==> src/rtl/id_ex_operand_stage_pkg.sv <==
// Shared types and constants for the ID/EX operand stage.
// ALU opcodes, datapath widths and the held-entry bundle.
package id_ex_operand_stage_pkg;

  localparam int NBITS = 32;
  localparam int OPW   = 4;
  localparam int RAW   = 5;

  localparam logic [RAW-1:0] REG_ZERO = '0;

  localparam logic [OPW-1:0] ALU_AND      = 4'd0;
  localparam logic [OPW-1:0] ALU_OR       = 4'd1;
  localparam logic [OPW-1:0] ALU_NOR      = 4'd2;
  localparam logic [OPW-1:0] ALU_ADD      = 4'd3;
  localparam logic [OPW-1:0] ALU_SUB      = 4'd4;
  localparam logic [OPW-1:0] ALU_INC      = 4'd9;
  localparam logic [OPW-1:0] ALU_MULTPLUS = 4'd10;

  typedef enum logic {
    EMPTY = 1'b0,
    FULL  = 1'b1
  } state_e;

  typedef struct packed {
    logic [OPW-1:0]   op;
    logic [NBITS-1:0] a;
    logic [NBITS-1:0] b;
    logic [RAW-1:0]   rd;
    logic             rw;
    logic [RAW-1:0]   rs;
    logic [RAW-1:0]   rt;
    logic             use_imm;
  } id_ex_t;

endpackage

==> src/rtl/id_ex_operand_stage_if.sv <==
// ID -> EX handshake bus plus forwarding sources.
// slave is the stage side, master the driving side.
interface id_ex_operand_stage_if;
  import id_ex_operand_stage_pkg::*;

  logic             id_valid;
  logic             id_ready;
  logic [OPW-1:0]   id_alu_op;
  logic [RAW-1:0]   id_rs_addr;
  logic [RAW-1:0]   id_rt_addr;
  logic [NBITS-1:0] id_rs_data;
  logic [NBITS-1:0] id_rt_data;
  logic [NBITS-1:0] id_imm;
  logic             id_use_imm;
  logic [RAW-1:0]   id_rd_addr;
  logic             id_reg_write;

  logic             exmem_reg_write;
  logic [RAW-1:0]   exmem_rd_addr;
  logic [NBITS-1:0] exmem_result;
  logic             memwb_reg_write;
  logic [RAW-1:0]   memwb_rd_addr;
  logic [NBITS-1:0] memwb_result;

  logic             ex_valid;
  logic             ex_ready;
  logic [OPW-1:0]   ex_alu_op;
  logic [NBITS-1:0] ex_a;
  logic [NBITS-1:0] ex_b;
  logic [RAW-1:0]   ex_rd_addr;
  logic             ex_reg_write;

  modport slave (
    input  id_valid, id_alu_op,
    input  id_rs_addr, id_rt_addr,
    input  id_rs_data, id_rt_data,
    input  id_imm, id_use_imm,
    input  id_rd_addr, id_reg_write,
    input  exmem_reg_write, exmem_rd_addr,
    input  exmem_result,
    input  memwb_reg_write, memwb_rd_addr,
    input  memwb_result,
    input  ex_ready,
    output id_ready,
    output ex_valid, ex_alu_op,
    output ex_a, ex_b,
    output ex_rd_addr, ex_reg_write
  );

  modport master (
    output id_valid, id_alu_op,
    output id_rs_addr, id_rt_addr,
    output id_rs_data, id_rt_data,
    output id_imm, id_use_imm,
    output id_rd_addr, id_reg_write,
    output exmem_reg_write, exmem_rd_addr,
    output exmem_result,
    output memwb_reg_write, memwb_rd_addr,
    output memwb_result,
    output ex_ready,
    input  id_ready,
    input  ex_valid, ex_alu_op,
    input  ex_a, ex_b,
    input  ex_rd_addr, ex_reg_write
  );

endinterface

==> src/rtl/id_ex_operand_stage_fwd_select.sv <==
// RAW forwarding mux: EX/MEM beats MEM/WB,
// register zero always reads the register file value.
module id_ex_operand_stage_fwd_select
  import id_ex_operand_stage_pkg::*;
(
  input  logic [RAW-1:0]   addr,
  input  logic [NBITS-1:0] rf,
  input  logic             exmem_we,
  input  logic [RAW-1:0]   exmem_rd,
  input  logic [NBITS-1:0] exmem_res,
  input  logic             memwb_we,
  input  logic [RAW-1:0]   memwb_rd,
  input  logic [NBITS-1:0] memwb_res,
  output logic [NBITS-1:0] data
);

  logic nz;
  logic hit_ex;
  logic hit_wb;

  // Pick the youngest matching producer.
  always_comb begin
    nz     = (addr != REG_ZERO);
    hit_ex = nz & exmem_we & (exmem_rd == addr);
    hit_wb = nz & memwb_we & (memwb_rd == addr);
    data   = rf;
    unique case (1'b1)
      hit_ex:            data = exmem_res;
      hit_wb & ~hit_ex:  data = memwb_res;
      default:           data = rf;
    endcase
  end

endmodule

==> src/rtl/id_ex_operand_stage.sv <==
// Single-entry ID/EX register feeding the ALU,
// with operand forwarding, snoop-while-stalled and stall counter.
module id_ex_operand_stage
  import id_ex_operand_stage_pkg::*;
#(
  parameter int CNTW = 16
) (
  input  logic                clk,
  input  logic                reset,
  input  logic                flush,
  id_ex_operand_stage_if.slave bus,
  output logic [CNTW-1:0]     stall_cnt
);

  state_e            state_q, state_d;
  id_ex_t            entry_q, entry_d;
  logic [CNTW-1:0]   cnt_q, cnt_d;

  logic              load;
  logic              stall;
  logic [NBITS-1:0]  ld_a, ld_b;
  logic [NBITS-1:0]  sn_a, sn_b;

  id_ex_operand_stage_fwd_select u_ld_a (
    .addr(bus.id_rs_addr), .rf(bus.id_rs_data),
    .exmem_we(bus.exmem_reg_write),
    .exmem_rd(bus.exmem_rd_addr),
    .exmem_res(bus.exmem_result),
    .memwb_we(bus.memwb_reg_write),
    .memwb_rd(bus.memwb_rd_addr),
    .memwb_res(bus.memwb_result),
    .data(ld_a)
  );

  id_ex_operand_stage_fwd_select u_ld_b (
    .addr(bus.id_rt_addr), .rf(bus.id_rt_data),
    .exmem_we(bus.exmem_reg_write),
    .exmem_rd(bus.exmem_rd_addr),
    .exmem_res(bus.exmem_result),
    .memwb_we(bus.memwb_reg_write),
    .memwb_rd(bus.memwb_rd_addr),
    .memwb_res(bus.memwb_result),
    .data(ld_b)
  );

  id_ex_operand_stage_fwd_select u_sn_a (
    .addr(entry_q.rs), .rf(entry_q.a),
    .exmem_we(bus.exmem_reg_write),
    .exmem_rd(bus.exmem_rd_addr),
    .exmem_res(bus.exmem_result),
    .memwb_we(bus.memwb_reg_write),
    .memwb_rd(bus.memwb_rd_addr),
    .memwb_res(bus.memwb_result),
    .data(sn_a)
  );

  id_ex_operand_stage_fwd_select u_sn_b (
    .addr(entry_q.rt), .rf(entry_q.b),
    .exmem_we(bus.exmem_reg_write),
    .exmem_rd(bus.exmem_rd_addr),
    .exmem_res(bus.exmem_result),
    .memwb_we(bus.memwb_reg_write),
    .memwb_rd(bus.memwb_rd_addr),
    .memwb_res(bus.memwb_result),
    .data(sn_b)
  );

  // Handshake, next state, capture/snoop and stall counting.
  always_comb begin
    state_d = state_q;
    entry_d = entry_q;
    cnt_d   = cnt_q;

    bus.id_ready = (state_q == EMPTY) | bus.ex_ready | flush;
    load  = bus.id_valid & bus.id_ready & ~flush;
    stall = (state_q == FULL) & ~bus.ex_ready & ~flush;

    if (flush) begin
      state_d = EMPTY;
    end else if (load) begin
      state_d         = FULL;
      entry_d.op      = bus.id_alu_op;
      entry_d.a       = ld_a;
      entry_d.b       = bus.id_use_imm ? bus.id_imm : ld_b;
      entry_d.rd      = bus.id_rd_addr;
      entry_d.rw      = bus.id_reg_write;
      entry_d.rs      = bus.id_rs_addr;
      entry_d.rt      = bus.id_rt_addr;
      entry_d.use_imm = bus.id_use_imm;
    end else if (stall) begin
      entry_d.a = sn_a;
      if (!entry_q.use_imm) entry_d.b = sn_b;
    end else if (state_q == FULL) begin
      state_d = EMPTY;
    end

    if (stall && (cnt_q != {CNTW{1'b1}})) begin
      cnt_d = cnt_q + CNTW'(1);
    end
  end

  // State, entry and counter registers; reset overrides all.
  always_ff @(posedge clk) begin
    if (reset) begin
      state_q <= EMPTY;
      entry_q <= '0;
      cnt_q   <= '0;
    end else begin
      state_q <= state_d;
      entry_q <= entry_d;
      cnt_q   <= cnt_d;
    end
  end

  assign bus.ex_valid     = (state_q == FULL);
  assign bus.ex_alu_op    = entry_q.op;
  assign bus.ex_a         = entry_q.a;
  assign bus.ex_b         = entry_q.b;
  assign bus.ex_rd_addr   = entry_q.rd;
  assign bus.ex_reg_write = entry_q.rw;
  assign stall_cnt        = cnt_q;

endmodule

==> src/flat_wrapper.sv <==
// flat-port wrapper written by rule: the top's interface ports become plain ports
module id_ex_operand_stage_flat import id_ex_operand_stage_pkg::*;
#(
  parameter int CNTW = 16
)
  (clk, reset, flush, stall_cnt, bus_id_valid, bus_id_alu_op, bus_id_rs_addr, bus_id_rt_addr, bus_id_rs_data, bus_id_rt_data, bus_id_imm, bus_id_use_imm, bus_id_rd_addr, bus_id_reg_write, bus_exmem_reg_write, bus_exmem_rd_addr, bus_exmem_result, bus_memwb_reg_write, bus_memwb_rd_addr, bus_memwb_result, bus_ex_ready, bus_id_ready, bus_ex_valid, bus_ex_alu_op, bus_ex_a, bus_ex_b, bus_ex_rd_addr, bus_ex_reg_write);
  id_ex_operand_stage_if bus_i ();
  input  logic clk;
  input  logic reset;
  input  logic flush;
  output logic [CNTW-1:0] stall_cnt;
  input wire logic [$bits(bus_i.id_valid)-1:0] bus_id_valid;
  input wire logic [$bits(bus_i.id_alu_op)-1:0] bus_id_alu_op;
  input wire logic [$bits(bus_i.id_rs_addr)-1:0] bus_id_rs_addr;
  input wire logic [$bits(bus_i.id_rt_addr)-1:0] bus_id_rt_addr;
  input wire logic [$bits(bus_i.id_rs_data)-1:0] bus_id_rs_data;
  input wire logic [$bits(bus_i.id_rt_data)-1:0] bus_id_rt_data;
  input wire logic [$bits(bus_i.id_imm)-1:0] bus_id_imm;
  input wire logic [$bits(bus_i.id_use_imm)-1:0] bus_id_use_imm;
  input wire logic [$bits(bus_i.id_rd_addr)-1:0] bus_id_rd_addr;
  input wire logic [$bits(bus_i.id_reg_write)-1:0] bus_id_reg_write;
  input wire logic [$bits(bus_i.exmem_reg_write)-1:0] bus_exmem_reg_write;
  input wire logic [$bits(bus_i.exmem_rd_addr)-1:0] bus_exmem_rd_addr;
  input wire logic [$bits(bus_i.exmem_result)-1:0] bus_exmem_result;
  input wire logic [$bits(bus_i.memwb_reg_write)-1:0] bus_memwb_reg_write;
  input wire logic [$bits(bus_i.memwb_rd_addr)-1:0] bus_memwb_rd_addr;
  input wire logic [$bits(bus_i.memwb_result)-1:0] bus_memwb_result;
  input wire logic [$bits(bus_i.ex_ready)-1:0] bus_ex_ready;
  output wire logic [$bits(bus_i.id_ready)-1:0] bus_id_ready;
  output wire logic [$bits(bus_i.ex_valid)-1:0] bus_ex_valid;
  output wire logic [$bits(bus_i.ex_alu_op)-1:0] bus_ex_alu_op;
  output wire logic [$bits(bus_i.ex_a)-1:0] bus_ex_a;
  output wire logic [$bits(bus_i.ex_b)-1:0] bus_ex_b;
  output wire logic [$bits(bus_i.ex_rd_addr)-1:0] bus_ex_rd_addr;
  output wire logic [$bits(bus_i.ex_reg_write)-1:0] bus_ex_reg_write;
  assign bus_i.id_valid = bus_id_valid;
  assign bus_i.id_alu_op = bus_id_alu_op;
  assign bus_i.id_rs_addr = bus_id_rs_addr;
  assign bus_i.id_rt_addr = bus_id_rt_addr;
  assign bus_i.id_rs_data = bus_id_rs_data;
  assign bus_i.id_rt_data = bus_id_rt_data;
  assign bus_i.id_imm = bus_id_imm;
  assign bus_i.id_use_imm = bus_id_use_imm;
  assign bus_i.id_rd_addr = bus_id_rd_addr;
  assign bus_i.id_reg_write = bus_id_reg_write;
  assign bus_i.exmem_reg_write = bus_exmem_reg_write;
  assign bus_i.exmem_rd_addr = bus_exmem_rd_addr;
  assign bus_i.exmem_result = bus_exmem_result;
  assign bus_i.memwb_reg_write = bus_memwb_reg_write;
  assign bus_i.memwb_rd_addr = bus_memwb_rd_addr;
  assign bus_i.memwb_result = bus_memwb_result;
  assign bus_i.ex_ready = bus_ex_ready;
  assign bus_id_ready = bus_i.id_ready;
  assign bus_ex_valid = bus_i.ex_valid;
  assign bus_ex_alu_op = bus_i.ex_alu_op;
  assign bus_ex_a = bus_i.ex_a;
  assign bus_ex_b = bus_i.ex_b;
  assign bus_ex_rd_addr = bus_i.ex_rd_addr;
  assign bus_ex_reg_write = bus_i.ex_reg_write;
  id_ex_operand_stage #(.CNTW(CNTW)) u_core (.clk(clk), .reset(reset), .flush(flush), .bus(bus_i), .stall_cnt(stall_cnt));
endmodule
==> config.mk <==
export PLATFORM = sky130hd
export DESIGN_NAME = id_ex_operand_stage_flat
export DESIGN_NICKNAME = d
export VERILOG_FILES = /design/src/rtl/id_ex_operand_stage_pkg.sv /design/src/rtl/id_ex_operand_stage_if.sv /design/src/rtl/id_ex_operand_stage_fwd_select.sv /design/src/rtl/id_ex_operand_stage.sv /design/src/flat_wrapper.sv
export SDC_FILE = /design/constraint.sdc
export NUM_CORES = 1
export LEC_CHECK = 0
export BUFFER_PORTS_ARGS = -buffer_cell sky130_fd_sc_hd__buf_4
export CAP_MARGIN = 40
export CORE_MARGIN = 1.5
export CORE_UTILIZATION = 45
export DETAILED_ROUTE_END_ITERATION = 10
export GPL_TIMING_DRIVEN = 0
export MAX_ROUTING_LAYER = met4
export PLACE_DENSITY = 0.73
export SYNTH_ARGS = -nofsm -noshare
export SYNTH_HDL_FRONTEND = slang
export SYNTH_SLANG_ARGS = --single-unit
export TNS_END_PERCENT = 20
==> constraint.sdc <==
create_clock -name clk -period 2.6 [get_ports clk]
set_input_delay 0.26 -clock clk [delete_from_list [all_inputs] [get_ports clk]]
set_output_delay 0.26 -clock clk [all_outputs]
set_load 0.02 [all_outputs]
-- Word level (Yosys, flattened, before mapping)
Cells that the tools add are included.
W data, S select, Z words.
- register bits after elaboration: 102
- input bits: 198
- output and inout bits: 92
- logic and storage cells: 77
- add/sub/neg operators: 1
- equality and inequality tests: 11
- multiplexer cells: 10
- bitwise operators: 33
- reductions and logical operators: 12
- operator list (operator ; count):
    $pmux W32 S2 ; 4
    $mux W64 ; 2
    $mux W32 ; 2
    $eq A5 B5 Y1 ; 8
    $and A1 B1 Y1 ; 24
    $reduce_bool A5 Y1 ; 4
    $add A16 B1 Y16 const B ; 1
    $ne A16 B16 Y1 const B ; 1
    $not A1 Y1 ; 7
    $reduce_bool A3 Y1 ; 2
    $reduce_and A4 Y1 ; 1
    $reduce_and A3 Y1 ; 1
    $mux W1 ; 2
    $ne A2 B1 Y1 const B ; 1
    $ne A2 B2 Y1 const B ; 1
    $or A1 B1 Y1 ; 2
    $reduce_and A2 Y1 ; 1
    $reduce_bool A2 Y1 ; 1
    $reduce_or A2 Y1 ; 1
    $logic_and A1 B1 Y1 ; 1

-- Logic depth before layout (Yosys ltp)
Gate-level depths: netlist of run 1.
- depth in word-level cells: 9
- depth in mapped cells: 9
- depth with buffers taken out: 7

-- By module
From an unflattened synthesis of run 1, not the netlist that was laid out.
- cells, all modules: 1343
- area, all modules: 9096.2 um2
- modules (own cells, without submodules) (module ; times used ; cells each ; area each (um2) ; seq. area each (um2)):
    id_ex_operand_stage ; 1 ; 667 ; 5302.6 ; 2042.0
    id_ex_operand_stage_fwd_select ; 4 ; 169 ; 948.4 ; 0.0

-- Least setup slack after synthesis of run 1
Ideal clock, no wire load.
- path kind: input port to flip-flop
- from: input port bus_memwb_rd_addr[2]
- to: register u_core.entry_q (netlist bit u_core.bus.ex_a[2])
- setup time: 0.140 ns
- data arrival time: 2.019 ns
- data required time: 2.460 ns
- slack: 0.440 ns
- stages: 8
- path buffers: 2
- cell sequence: clkbuf_1 xnor2_1 nand4_1 a2111oi_4 buf_6 mux2_2 a21oi_1 a211oi_2
- word-level cells in the longest chain between the ends: 6
- elaborated cells on any way between the ends: 12
- classes of those cells: eq/ne: 2; mux: 4; bitwise: 4; reduce/logical: 2
- ends and longest elaborated chain (item ; RTL line ; RTL):
    from (decl) ; flat_wrapper.sv:26 ; input wire logic [$bits(bus_i.memwb_rd_addr)-1:0] bus_memwb_rd_addr;
    $eq A5 B5 Y1 ; id_ex_operand_stage_fwd_select.sv:25 ; hit_wb = nz & memwb_we & (memwb_rd == addr);
    $and A1 B1 Y1 ; id_ex_operand_stage_fwd_select.sv:25 ;
    $and A1 B1 Y1 ; id_ex_operand_stage_fwd_select.sv:29 ; hit_wb & ~hit_ex: data = memwb_res;
    $pmux W32 S2 ; id_ex_operand_stage_fwd_select.sv:27 ; unique case (1'b1)
    $mux W64 ; id_ex_operand_stage.sv:90 ; end else if (stall) begin
    $mux W64 ; id_ex_operand_stage.sv:80 ; end else if (load) begin
    to (signal assigned) ; id_ex_operand_stage.sv:110 ; entry_q <= entry_d;
    to (decl) ; id_ex_operand_stage.sv:16 ; id_ex_t entry_q, entry_d;
Several ways; a longest one is shown, not always the timed one. The select of a mux whose other input is x is not followed.
A chain may end at the register's enable or synchronous reset.

-- Worst setup path in the final report of run 1
- from: input port bus_id_rs_addr[1]
- to: register u_core.entry_q (netlist bit u_core.bus.ex_a[3])
- word-level cells in the longest chain between the ends: 7
- elaborated cells on any way between the ends: 11
- classes of those cells: eq/ne: 2; mux: 2; bitwise: 6; reduce/logical: 1
- ends and longest elaborated chain (item ; RTL line ; RTL):
    from (decl) ; flat_wrapper.sv:14 ; input wire logic [$bits(bus_i.id_rs_addr)-1:0] bus_id_rs_addr;
    $reduce_bool A5 Y1 ; id_ex_operand_stage_fwd_select.sv:23 ; nz = (addr != REG_ZERO);
    $and A1 B1 Y1 (2 in series) ; id_ex_operand_stage_fwd_select.sv:24 ; hit_ex = nz & exmem_we & (exmem_rd == addr);
    $not A1 Y1 ; id_ex_operand_stage_fwd_select.sv:29 ;
    $and A1 B1 Y1 ; id_ex_operand_stage_fwd_select.sv:29 ;
    $pmux W32 S2 * ; id_ex_operand_stage_fwd_select.sv:27 ;
    $mux W64 * ; id_ex_operand_stage.sv:80 ;
Every way passes the cells marked *; elsewhere a longest branch is shown, timed or not.

==> summary.md, run 1 <==
| Metric | Value |
|---|---|
| Cell internal pwr | between 3 and 4 mW |
| DIE AREA | approximately 19,000 um^2 |
| CTS HTree Levels | 3 |
| Placed Cells | roughly 1.5k |
| Sequential fraction of the synthesis area | 0.2514 |
| Req. time, crit path | approximately 2.9 ns |
| Fin crit share | 0.9580 |
| Reg power frac | 0.378 |
| CP Class | in2reg |
| Gate count of the mapped netlist | ~1.0k |
| Yosys reg bits | between 100 and 150 |
| Nets | around 1.5k |
| Minimum clock period | around 2.5 ns |
| DRT antenna net count | 0 |
| CTS Hold Bufs | 0 |
| Dpl ws | -0.1161 ns |
| Mapped Area | between 8000 and 9000 um^2 |
| Crit path from | bus_id_rs_addr[1] |
| Clock root cell | clkbuf_16 |
| Detailed Routing Iterations Pass 1 | 5 |
| Longest Clk Path Bufs | 2 |
| Critical Path AT | ~2.8 ns |
| Slew Limit Fails | 0 |
| Asr flop ratio synth | 0 |
| Total gr overflow | 0 |
| TritonCTS Buffers | 9 |
| First-pass GRT wire length | between 40,000 and 50,000 um |
| Critical Path Start Type | input port |
| DR iter-0 viols | 948 |
| Clock tree from TritonCTS | done |
| Core area | 17,480 um^2 |
| Hold Path Sink | u_core.bus.ex_rd_addr[4] |
| Routed vias | between 9k and 10k |
| Top post-synthesis cells by area | dfxtp_1 25%, buf_4 7.0%, a211oi_2 4.6% |
| Layout cells sized above 1 | 0.3411 |
| RD Place Congestion | around 0.94 |
| Status | finished, final reports clean |
| GRT Total Usage | 0.3300 |
| R2r endpoint | u_core.bus.ex_b[8] |
| Measured slew at the worst slew-check pin | slightly above 0.9 ns |
| Synth-to-layout area growth | 33.20% |
| RSZ-0062 raised after global routing | no |
| Final cell count without fillers | roughly 1.6k |
| Critical path endpoint category | flop |
| Worst VDD drop | roughly 0.4 mV |
| Net Sw Power | 1.389 mW |
| Drt drc | 0 |
| Final Setup Violations | 0 |
| Yosys warnings | 0 |
| WHS Path Cells | 3 |
| Reg2Reg Depth | 7 |
| TritonCTS Sinks | about 100 |
| # rows | 48 |
| Fin. Hold Viols | 0 |
| Final core utilization | 0.6190 |
| Worst Skew | roughly 0.0085 ns |
| Number of diodes | 0 |
| Initial Util | 0.4647 |
| Netlist cell types | 52 |
| Die H | roughly 140 um |
| Relative slew slack | 0.3756 |
| Clock Latency Late Sink | ~0.36 ns |
| Synth top area share | 0.2514 |
| Max_cap viols | 0 |
| Worst hold path class | in2reg |
| WL final | roughly 31,000 um |
| R2R setup slack | between 0.15 and 0.2 ns |
| Launch point of the worst reg-to-reg path | u_core.entry_q[2] |
| Via-per-instance ratio | roughly 5.9 |
| Routed wire per std cell | between 15 and 20 um |
| Die W | around 140 um |
| Port bufs | 278 |
| EDFF count, synth | 0 |
| Hold Crit Start | bus_id_rd_addr[4] |
| Final worst slack | 0.1092 ns |
| Vias in the first global route | 8,751 |
| Min Hold Slack | 0.1404 ns |
| Combinational share of power | 0.294 |
| Maximum fanout along the worst path | 10 |
| Largest net degree at the start of global routing | 16 |
| Clock-pin slew on the worst setup and hold paths | approximately 0.070 ns |
| Placed instance area | approximately 10,000 um^2 |
| Pwr/cell area | just over 400 nW/um^2 |
| Design Area, Final | between 10,000 and 15,000 um^2 |
| P_leak | 4.193 nW |
| Synth area leader | dfxtp_1 |
| Ports | a little under 300 |
| Post-Syn Nets | around 1.2k |
| F_max | between 400 and 500 MHz |
| Clock power frac | 0.328 |
| Post-synth top cells | 102 x dfxtp_1, 84 x nor2_1, 76 x buf_4, 69 x nand3_1, 65 x o21ai_0 |
| Initial antenna violation count | 0 |
| Net Sw Frac | 0.3108 |
| Hpwl dp | between 20,000 and 25,000 um |
| Synth Area per Inst | a little under 8 um^2 |
| Most common cell in the netlist | dfxtp_1 |
| Top_reg_cell synth | dfxtp_1 |
## kinds of logic (layout without fill, tap and decap cells)
| family | Yosys count | after routing | synth area share |
|---|---|---|---|
| muxes | 65 | 65 | 0.08489 |
| AOI/OAI and AO/OA | 289 | 289 | 0.2567 |
| xor gates and xnor gates | 55 | 55 | 0.05931 |
| buffers and inverters | 181 | 477 | 0.1306 |
| adders and majority gates | 1 | 1 | 0.001540 |
| and+or+nand+nor | 342 | 342 | 0.2155 |
| DFF | 102 | 102 | 0.2514 |
## worst max-delay path by stage
| stage | cells after the start | end |
|---|---|---|
| final | 8 | u_core.bus.ex_a[3] |
| after floorplan | 8 | u_core.bus.ex_a[2] |
| after detailed placement | 8 | u_core.bus.ex_a[3] |
| after global placement | 8 | u_core.bus.ex_a[3] |
| after global routing | 8 | u_core.bus.ex_b[18] |
| after CTS | 7 | u_core.bus.ex_a[21] |
## stage by stage
| stage | setup TNS [ns] | total power, mW |
|---|---|---|
| global placement | -1.226 | 2.997 |
| global route | 0 | 4.627 |
| detailed placement | -1.481 | 3.012 |
| finish | 0 | 4.467 |
| floorplan | 0 | 2.436 |
| CTS | 0 | 4.462 |
## flip-flops by register name, indices dropped and copies added (netlist names)
signal                   cells
u_core.bus.ex_reg_write      1
u_core.bus.ex_valid          1
u_core.bus.ex_a             32
u_core.bus.ex_rd_addr        5
u_core.bus.ex_alu_op         4
u_core.entry_q              11
u_core.bus.ex_b             32
u_core.stall_cnt            16
## critical path: stages
cell and delay, ns:
buf_4 0.13, or4_1 0.56, o211ai_1 0.77, clkbuf_1 0.44
o21ai_0 0.17, nand3_1 0.12, o211ai_1 0.12, a211oi_2 0.19
## power by group through the flow
stage | combinational, mW | clock [mW] | sequential [mW]
after floorplan | 0.727 | 0 | 1.71
after global placement | 1.27 | 0 | 1.72
after detailed placement | 1.29 | 0 | 1.72
after CTS | 1.29 | 1.48 | 1.69
after global routing | 1.39 | 1.54 | 1.69
final | 1.31 | 1.47 | 1.69
## per-layer routing
layer / vias to the layer above / track usage / routed length [um]
li1: 4289 / - / -
met1: 4304 / 0.3941 / 12080
met2: 555 / 0.5229 / 14440
met3: 91 / 0.07947 / 3228
met4: 0 / 0.1579 / 1335
met5: - / - / 0
## cell type report
class                      instances  area (um^2)
timing repair buffer             281         2107
clock inverter                     4        72.57
multi-input combinational        752         5019
tap                              225        281.5
sequential                       102         2042
fill                            1646         6659
buffer                           177         1049
inverter                           4        15.01
clock buffer                      11        232.7
## placed cells by master (no fill, tap or decap), drive strengths merged, types with 3 or more instances in the layout
| cell | count |
|---|---|
| dfxtp | 102 |
| nor2b | 3 |
| inv | 4 |
| dlygate4sd1 | 3 |
| nand2b | 34 |
| nor2 | 86 |
| and3 | 6 |
| xnor2 | 36 |
| a211o | 32 |
| a211oi | 63 |
| clkbuf | 75 |
| nand2 | 49 |
| a21oi | 54 |
| and2 | 3 |
| or4 | 6 |
| nand4 | 13 |
| and4 | 3 |
| a31oi | 33 |
| mux2 | 31 |
| xor2 | 19 |
| or3 | 33 |
| o211ai | 34 |
| nor4 | 33 |
| o21ai | 65 |
| nand3 | 69 |
| buf | 391 |
| mux2i | 34 |
## repair_timing
item | CTS | global route
gates resized for setup | 0 | 4
buffers inserted | 0 | 2
endpoints found under the setup margin | 0 | 30
Power figures use the tool's default switching activity.
==> run 2, diff against run 1 <==
--- a/config.mk
+++ b/config.mk
@@ -12,8 +12,9 @@
 export DETAILED_ROUTE_END_ITERATION = 10
 export GPL_TIMING_DRIVEN = 0
 export MAX_ROUTING_LAYER = met4
-export PLACE_DENSITY = 0.73
+export PLACE_DENSITY = 0.72
 export SYNTH_ARGS = -nofsm -noshare
 export SYNTH_HDL_FRONTEND = slang
+export SYNTH_HIERARCHICAL = 1
 export SYNTH_SLANG_ARGS = --single-unit
 export TNS_END_PERCENT = 20
==> run 2 against run 1 <==
Sequential cell count did not move. Sequential share of layout area fell by 1.8 points. Global-route usage rose by 6.3 points. Wire length rose by 35%. Critical path depth fell by 2. Final cell count rose by 23%. Die area rose by 12%. Critical path type is now reg2reg.
==> summary.md, run 2 <==
| Metric | Value |
|---|---|
| WL final | about 42,000 um |
| Asr flop ratio synth | 0 |
| Nets | about 1.8k |
| Layout cells sized above 1 | 0.2694 |
| DIE AREA | ~21,000 um^2 |
| Met3 wire len | about 5300 um |
| Critical Path Start Type | flop |
| Clock-pin slew on the worst setup and hold paths | 0.09 ns |
| P_leak | 4.319 nW |
| Post-synth top cells | 166 x nand3_1, 145 x o21ai_0, 130 x nor3_1, 128 x a31oi_1, 109 x nand2_1 |
| GRT Total Usage | 0.3935 |
| Fin crit share | 0.9944 |
| DRT antenna net count | 0 |
| CTS Hold Bufs | 0 |
| Largest net degree at the start of global routing | 23 |
| EDFF count, synth | 0 |
| Worst Skew | between 0.01 and 0.015 ns |
| Status | finished, final reports clean |
| Synth area leader | dfxtp_1 |
| Clock root cell | clkbuf_16 |
| Worst VDD drop | roughly 0.36 mV |
| CP Class | reg2reg |
| Crit-path cells | nand2b_1 -> clkbuf_1 -> a21oi_1 -> clkbuf_1 -> clkbuf_1 -> a311oi_1 |
| Final worst slack | roughly 0.015 ns |
| Slowest cell on crit path | a21oi_1 |
| Port bufs | approximately 290 |
| Synth top area share | 0.2245 |
| Max_cap viols | 0 |
| Yosys reg bits | ~100 |
| Top delay family on crit path | buffers and inverters |
| Via-per-instance ratio | between 6 and 7 |
| TritonCTS Buffers | 9 |
| Die H | roughly 150 um |
| Netlist cell types | 40 |
| Worst path most repeated cell | clkbuf_1 |
| # rows | 51 |
| Longest Clk Path Bufs | 2 |
| Dpl ws | -0.1251 ns |
| Maximum fanout along the worst path | 10 |
| Gate count of the mapped netlist | between 1k and 1.5k |
| Critical path endpoint category | flop |
| Clock Latency Late Sink | 0.37 ns |
| Final Setup Violations | 0 |
| Relative slew slack | 0.4881 |
| DRT met1 WL | approximately 16,000 um |
| Routed wire per std cell | around 22 um |
| Sequential fraction of the synthesis area | 0.2245 |
| Max incr delay on CP | between 0.5 and 0.6 ns |
| F_max | 386.8 MHz |
| Routed vias | 12.26k |
| First-pass GRT wire length | around 64,000 um |
| Measured slew at the worst slew-check pin | between 0.7 and 0.8 ns |
| Initial antenna violation count | 0 |
| Most common cell in the netlist | nand3_1 |
| Yosys warnings | 6 |
| Worst hold path class | in2reg |
| Fin. Hold Viols | 0 |
| Synth Area per Inst | 6.773 um^2 |
| RD Place Congestion | roughly 1.0 |
| Req. time, crit path | roughly 2.8 ns |
| Routed met2 length | roughly 18,000 um |
| Initial Util | 0.4628 |
| Total gr overflow | 0 |
| Synth-to-layout area growth | 31.38% |
| CTS HTree Levels | 3 |
| Vias in the first global route | roughly 11k |
| Die W | approximately 150 um |
| Detailed Routing Iterations Pass 1 | 6 |
| Mapped Area | between 9000 and 10,000 um^2 |
| Hpwl dp | between 30,000 and 40,000 um |
| Critical Path AT | 2.81 ns |
| Top_reg_cell synth | dfxtp_1 |
| Number of diodes | 0 |
| Top sig layer | met4 |
| Pwr/cell area | 396.4 nW/um^2 |
| Core area | ~20,000 um^2 |
| Crit path buf inv count | 3 |
| Total Neg Setup Slack | 0 ns |
| Drt drc | 0 |
| Slew Limit Fails | 0 |
| Post-Syn Nets | approximately 1.5k |
| Most common cell after layout, fill and taps aside | buf_4 |
| Ports | slightly below 300 |
| RSZ-0062 raised after global routing | yes |
| TritonCTS Sinks | between 100 and 150 |
| Minimum clock period | 2.585 ns |
| Clock tree from TritonCTS | done |
| Most frequent cells in the layout | 374 x buf_4, 166 x nand3_1, 145 x o21ai_0 |
| Top post-synthesis cells by area | dfxtp_1 22%, nand3_1 9.1%, a31oi_1 8.8% |
| DR iter-0 viols | approximately 1.3k |
-- run 2: cell types whose count changed after synthesis, moves of 32 or more --
cell and change:
a211o_1 -32, nor2_1 -45, o211ai_1 -33, a31oi_1 +96
o21ai_0 +80, o2111ai_1 +32, clkbuf_1 +38, nand2b_1 -33
nand3_1 +97, nand2_1 +60, a211oi_1 -33, nor3_1 +128
-- run 2: kinds of logic (layout without fill, tap and decap cells) --
logic type / count (synthesis) / after routing / share of synthesized area
AND/OR/NAND/NOR: 490 / 490 / 0.2615
AO/OA/AOI/OAI: 448 / 448 / 0.3029
buffers and inverters: 227 / 532 / 0.1329
flip-flops: 102 / 102 / 0.2245
XOR/XNOR: 41 / 41 / 0.03948
multiplexers: 34 / 34 / 0.03741
adder cells (fa/ha/maj): 1 / 1 / 0.001375
-- run 2: power breakdown --
part           leakage [nW]  switching [mW]  internal [mW]
Combinational          3.33           0.955          0.639
Clock                 0.155           0.742          0.701
Sequential            0.832          0.0663           1.63
Total                  4.32            1.76           2.97
-- run 2: what timing repair did --
item / in CTS / in global routing
buffers inserted: 0 / 2
resized for setup: 0 / 11
setup endpoints to repair: 0 / 43
endpoints found under the hold margin: 0 / 0
-- run 2: layout make-up --
class,count,area [um^2]
fillers,1978,7704
inverters,5,18.77
well taps,265,331.6
flip-flops and latches,102,2042
clock buffers,9,225.2
clock inverters,7,96.34
plain buffers,221,1191
repair buffers,290,2175
multi-input cells,1014,5871
-- run 2: path summary, 6_finish.rpt --
check        slack [ns]                        to                    start  cells past startpoint
max                0.01       u_core/bus.ex_a[12]      u_core/bus.ex_valid                      6
min                0.13  u_core/bus.ex_rd_addr[4]        bus_id_rd_addr[4]                      3
max reg2reg        0.01       u_core/bus.ex_a[12]      u_core/bus.ex_valid                      6
min reg2reg        0.46   u_core/bus.ex_alu_op[0]  u_core/bus.ex_alu_op[0]                      2
-- run 2: tightest hold or removal path: cells and delay by family --
family,cells,cell delay [ns]
buffers and inverters,1,0.11
AOI/OAI and AO/OA,1,0.05
and+or+nand+nor,1,0.04
-- run 2: metrics by stage --
| stage | power [mW] | utilization | instance area (um^2) | hold WS [ns] | std cells |
|---|---|---|---|---|---|
| 5_1_grt | 4.910 | 0.6080 | 11950 | 0.1364 | 1913 |
| 2_1_floorplan | 2.552 | - | 9096 | 0.3960 | 1343 |
| 4_1_cts | 4.697 | 0.6059 | 11910 | 0.1199 | 1912 |
| 3_5_place_dp | 3.266 | 0.5896 | 11590 | 0.4490 | 1896 |
| 3_3_place_gp | 3.256 | 0.5893 | 11580 | 0.4425 | 1895 |
| 6_report | 4.737 | 0.6080 | 11950 | 0.1251 | 1913 |
-- run 2: layer usage --
metal,up-vias,global-route usage
met5,-,-
met4,0,0.1939
met3,162,0.1164
met2,888,0.5864
met1,5629,0.4836
li1,5576,-
